<file path="src/rtl/uart_pkg.sv">
// Shared UART definitions: FSM state encoding and line/parity constants
// used by both the transmit and receive paths.
package uart_pkg;

   typedef enum logic [2:0] {
      IDLE   = 3'd0,
      START  = 3'd1,
      DATA   = 3'd2,
      PARITY = 3'd3,
      STOP   = 3'd4
   } uart_state_e;

   localparam logic START_BIT = 1'b0;
   localparam logic STOP_BIT  = 1'b1;
   localparam logic PAR_EVEN  = 1'b0;
   localparam logic PAR_ODD   = 1'b1;

endpackage

</file>
<file path="src/rtl/uart_parity_calc.sv">
// Combinational parity generator shared by the TX frame builder and the RX
// parity check: even parity yields the XOR of the data, odd its complement.
module uart_parity_calc
   import uart_pkg::*;
#(
   parameter int DATA_WIDTH = 8
) (
   input  logic [DATA_WIDTH-1:0] i_data,
   input  logic                  i_par_typ,
   output logic                  o_par
);

   assign o_par = (i_par_typ == PAR_ODD) ? ~^i_data : ^i_data;

endmodule

</file>
<file path="src/rtl/uart_tx.sv">
// UART serial transmitter: start bit, LSB-first payload, optional parity,
// stop bit, one bit per CLK cycle, with registered TX_OUT and Busy.
module uart_tx
   import uart_pkg::*;
#(
   parameter int DATA_WIDTH = 8
) (
   input  logic                  CLK,
   input  logic                  RST,
   input  logic [DATA_WIDTH-1:0] P_DATA,
   input  logic                  Data_Valid,
   input  logic                  PAR_EN,
   input  logic                  PAR_TYP,
   output logic                  TX_OUT,
   output logic                  Busy
);

   localparam int               CNT_W    = (DATA_WIDTH > 1) ? $clog2(DATA_WIDTH) : 1;
   localparam logic [CNT_W-1:0] LAST_BIT = CNT_W'(DATA_WIDTH - 1);

   uart_state_e           r_state;
   uart_state_e           w_next_state;
   logic [CNT_W-1:0]      r_bit_cnt;
   logic [CNT_W-1:0]      w_bit_cnt_nxt;
   logic [DATA_WIDTH-1:0] r_shadow;
   logic                  r_par_en;
   logic                  r_par_typ;
   logic                  r_tx;
   logic                  r_busy;
   logic                  w_accept;
   logic                  w_par_bit;
   logic                  w_tx_nxt;
   logic                  w_busy_nxt;

   assign w_accept = (r_state == IDLE) && Data_Valid;

   uart_parity_calc #(
      .DATA_WIDTH (DATA_WIDTH)
   ) u_parity_calc (
      .i_data    (r_shadow),
      .i_par_typ (r_par_typ),
      .o_par     (w_par_bit)
   );

   // Outputs are registered from the next-state decode so the line changes
   // on the same edge as the state it belongs to.
   always_ff @(posedge CLK) begin
      if (RST) begin
         r_state   <= IDLE;
         r_bit_cnt <= '0;
         r_tx      <= STOP_BIT;
         r_busy    <= 1'b0;
      end else begin
         r_state   <= w_next_state;
         r_bit_cnt <= w_bit_cnt_nxt;
         r_tx      <= w_tx_nxt;
         r_busy    <= w_busy_nxt;
      end
   end

   always_ff @(posedge CLK) begin
      if (RST) begin
         r_shadow  <= '0;
         r_par_en  <= 1'b0;
         r_par_typ <= PAR_EVEN;
      end else if (w_accept) begin
         r_shadow  <= P_DATA;
         r_par_en  <= PAR_EN;
         r_par_typ <= PAR_TYP;
      end
   end

   always_comb begin
      w_next_state  = r_state;
      w_bit_cnt_nxt = r_bit_cnt;
      case (r_state)
         IDLE: begin
            if (Data_Valid) begin
               w_next_state  = START;
               w_bit_cnt_nxt = '0;
            end
         end
         START: begin
            w_next_state  = DATA;
            w_bit_cnt_nxt = '0;
         end
         DATA: begin
            if (r_bit_cnt == LAST_BIT) begin
               w_next_state = r_par_en ? PARITY : STOP;
            end else begin
               w_bit_cnt_nxt = r_bit_cnt + 1'b1;
            end
         end
         PARITY:  w_next_state = STOP;
         STOP:    w_next_state = IDLE;
         default: w_next_state = IDLE;
      endcase
   end

   always_comb begin
      w_tx_nxt   = STOP_BIT;
      w_busy_nxt = 1'b1;
      case (w_next_state)
         IDLE: begin
            w_tx_nxt   = STOP_BIT;
            w_busy_nxt = 1'b0;
         end
         START:   w_tx_nxt = START_BIT;
         DATA:    w_tx_nxt = r_shadow[w_bit_cnt_nxt];
         PARITY:  w_tx_nxt = w_par_bit;
         STOP:    w_tx_nxt = STOP_BIT;
         default: begin
            w_tx_nxt   = STOP_BIT;
            w_busy_nxt = 1'b0;
         end
      endcase
   end

   assign TX_OUT = r_tx;
   assign Busy   = r_busy;

endmodule

</file>
<file path="config.mk">
export PLATFORM = sky130hd
export DESIGN_NAME = uart_tx
export DESIGN_NICKNAME = d
export VERILOG_FILES = /design/src/rtl/uart_pkg.sv /design/src/rtl/uart_parity_calc.sv /design/src/rtl/uart_tx.sv
export SDC_FILE = /design/constraint.sdc
export NUM_CORES = 1
export LEC_CHECK = 0
export CAP_MARGIN = 25
export CORE_ASPECT_RATIO = 1.2
export CORE_MARGIN = 2
export CORE_UTILIZATION = 30
export DETAILED_ROUTE_END_ITERATION = 10
export HOLD_SLACK_MARGIN = 0.15
export PLACE_DENSITY_LB_ADDON = 0.1
export SLEW_MARGIN = 30
export SYNTH_ARGS = -nofsm -noshare
export SYNTH_HDL_FRONTEND = slang
export SYNTH_SLANG_ARGS = --single-unit
</file>
<file path="constraint.sdc">
create_clock -name CLK -period 5.25 [get_ports CLK]
set_input_delay 1.05 -clock CLK [delete_from_list [all_inputs] [get_ports CLK]]
set_output_delay 1.05 -clock CLK [all_outputs]
set_load 0.05 [all_outputs]
</file>
==> qor.yml <==
grt:
  grt_pass1_vias: 852
  use_met1: 0.159
  top_usage_layer: "met2"
  use_met2: 0.216
  grt_antenna_before_repair: 0
  overflow: 0
  grt_usage: 0.129
  grt_pass1_wl_um: 3850
  met3_usage: 0.0192
  grt_max_degree: 18
finish:
  insertedDiodeCount: 0
  nets: 145
  drive_gt1_frac: 0.0846
  areaGrowthSynthToFinish_pct: 19.6
  fin_util: 0.371
  final_area_sq_um: 1220
worst_setup_path:
  crit_path_end: "TX_OUT"
  endpoint_kind: "register"
  crit_path_cell_trace: "clkdlybuf4s50_1 -> nor3b_2 -> nor3_1 -> mux2_2 -> o211ai_1 -> nand4bb_1"
  r2r-end: "TX_OUT"
  r2r_start: "r_state[0]"
  crit_start: "Data_Valid"
  worstSetupPathType: "in2reg"
  worstRegToRegCells: 5
  cp_max_fo: 7
  startpoint_type: "primary input"
  worst_path_max_delay_cell: "clkdlybuf4s50_1"
  required_ns: 5.39
  cp_slowest_stage_delay_ns: 0.60
  rrSetupSlack_ns: 3.33
  cp.arrival_ns: 2.66
synthesis:
  syn_nets: 132
  syn-instance-count: 118
  synthFlopType: "dfxtp_1"
  synth_edf_count: 0
  synth_top_cell_by_area: "dfxtp_1"
  yosysUniqueCellTypes: 39
  synthArstFlopShare: 0
  synth_most_common_cell: "nand2_1"
  synth_common_cells: "nand2_1 (25), dfxtp_1 (18), a21oi_1 (14)"
  ys_seq_elements: 18
  ys_top_cells_by_area: "dfxtp_1 (35%), nand2_1 (9.2%), a21oi_1 (6.9%), xnor2_1 (5.2%), nor4b_4 (2.3%)"
  synth.top_cell.area_share: 0.354
  synth_area_per_cell_sq_um: 8.62
  yosysWarnings: 0
  yosysSeqAreaShare: 0.354
  syn-cell-area_sq_um: 1020
timing:
  fin_crit_ns: 2.52
  period_share: 0.480
  maxSlewViolCount: 0
  clock_skew_ns: 0.00154
  tightest_slew_ns: 0.642
  hold_viol: 0
  timing.slew.headroom: 0.571
  fmax_mhz: 397
  setup_viol: 0
  setup-tns-final_ns: 0
  rsz0062_at_grt: "no"
routing:
  ant_nets: 0
  dr.pass1.iters: 4
  wire_per_inst_um: 12.8
  vias: 864
  avgViaCountPerCell: 5.17
  wl_um: 2140
  drc: 0
  drtIter0Drc: 12
clock_tree:
  clockRootBuffer: "clkbuf_8"
  clk_latency_ns: 0.26
  cts_buffer_depth: 2
  path_clk_slew_ns: 0.07
  htree_levels: 1
  cts.repair.resized: 0
  cts.sinks: 18
  cts_buffers: 3
  cts_tree: "done"
  hold_buffers: 0
  postCtsSetupRepairBufs: 0
placement:
  placed_area_sq_um: 1160
  numPortBuffers: 14
  place_congestion: 0.833
  post-dp-hpwl_um: 1580
floorplan:
  dieWidth_um: 57.2
  rows: 23
  start_util: 0.310
  ios: 15
  die_h_um: 67.8
  core_area_sq_um: 3280
  die_area_sq_um: 3870
flow_run:
  cap_violations: 0
pwr:
  p_leak_nw: 0.437
  peakVddDrop_mv: 0.155
  powerDensity_nw_per_um2: 278
worst_hold_path:
  hp-start: "r_par_typ"
  hold_path.class: "reg2reg"
run_status:
  status: "finished, final reports clean"
==> sequential cells by signal (all words and copies together), names as in the netlist <==
name	flops
Busy	1
r_shadow	8
r_state	3
TX_OUT	1
r_bit_cnt	3
r_par_en	1
r_par_typ	1
==> cell usage in the layout, fill, tap and decap left out, drive strengths merged, types with 2 or more instances in the layout <==
master / instances
nand2: 25
dfxtp: 18
a21oi: 14
clkdlybuf4s50: 14
xnor2: 6
nor2: 5
o21ai: 5
clkbuf: 4
nor3: 3
o31ai: 3
nand4: 3
or4b: 3
nand2b: 2
a211o: 2
or3b: 2
nand4bb: 2
o211ai: 2
a211oi: 2
==> critical path: cells and delay by family <==
family / cells / cell delay (ns)
buffers and inverters: 1 / 0.60
multiplexers: 1 / 0.37
AO/OA/AOI/OAI: 1 / 0.16
AND/OR/NAND/NOR: 3 / 0.47
==> per-stage QoR <==
stage	power [mW]	instances	worst slack (ns)	hold WS, ns
finish	0.338	167	2.73	0.476
CTS	0.343	167	2.72	0.482
floorplan	0.208	118	3.21	0.445
global route	0.357	167	2.57	0.510
global placement	0.226	163	2.48	0.460
detailed placement	0.226	163	2.44	0.472
==> power breakdown <==
group | internal (mW) | switching [mW]
clock network | 0.0667 | 0.0489
logic | 0.0365 | 0.0295
registers | 0.145 | 0.0109
total | 0.249 | 0.0894
==> area by class of cell <==
| type | count | area [sq um] |
|---|---|---|
| fillers | 375 | 2060 |
| multi-input cells | 93 | 611 |
| flip-flops and latches | 18 | 360 |
| repair buffers | 14 | 140 |
| clock buffers | 4 | 55.1 |
| well taps | 37 | 46.3 |
| inverters | 1 | 3.75 |
==> logic make-up (layout without fill, tap and decap cells) <==
kind of cell    count (synthesis)  in the layout  synth area share
buf+inv                         7             19            0.0455
fa+ha+maj                       1              1            0.0123
flops                          18             18             0.354
compound gates                 32             32             0.196
xor+xnor                        7              7            0.0738
simple gates                   52             52             0.308
mux                             1              1            0.0111
==> worst min-delay path by stage <==
stage	to	slack, ns	depth (start not counted)
finish	r_par_typ	0.48	2
global placement	r_par_typ	0.46	2
global route	r_par_en	0.51	2
CTS	r_par_typ	0.48	2
detailed placement	r_par_typ	0.47	2
floorplan	r_par_en	0.44	2
==> metal layers <==
metal	wire, um	vias up
li1	-	449
met1	981	394
met2	1030	16
met3	77	5
met4	51	0
met5	0	-
(Power assumes the default switching activity.)
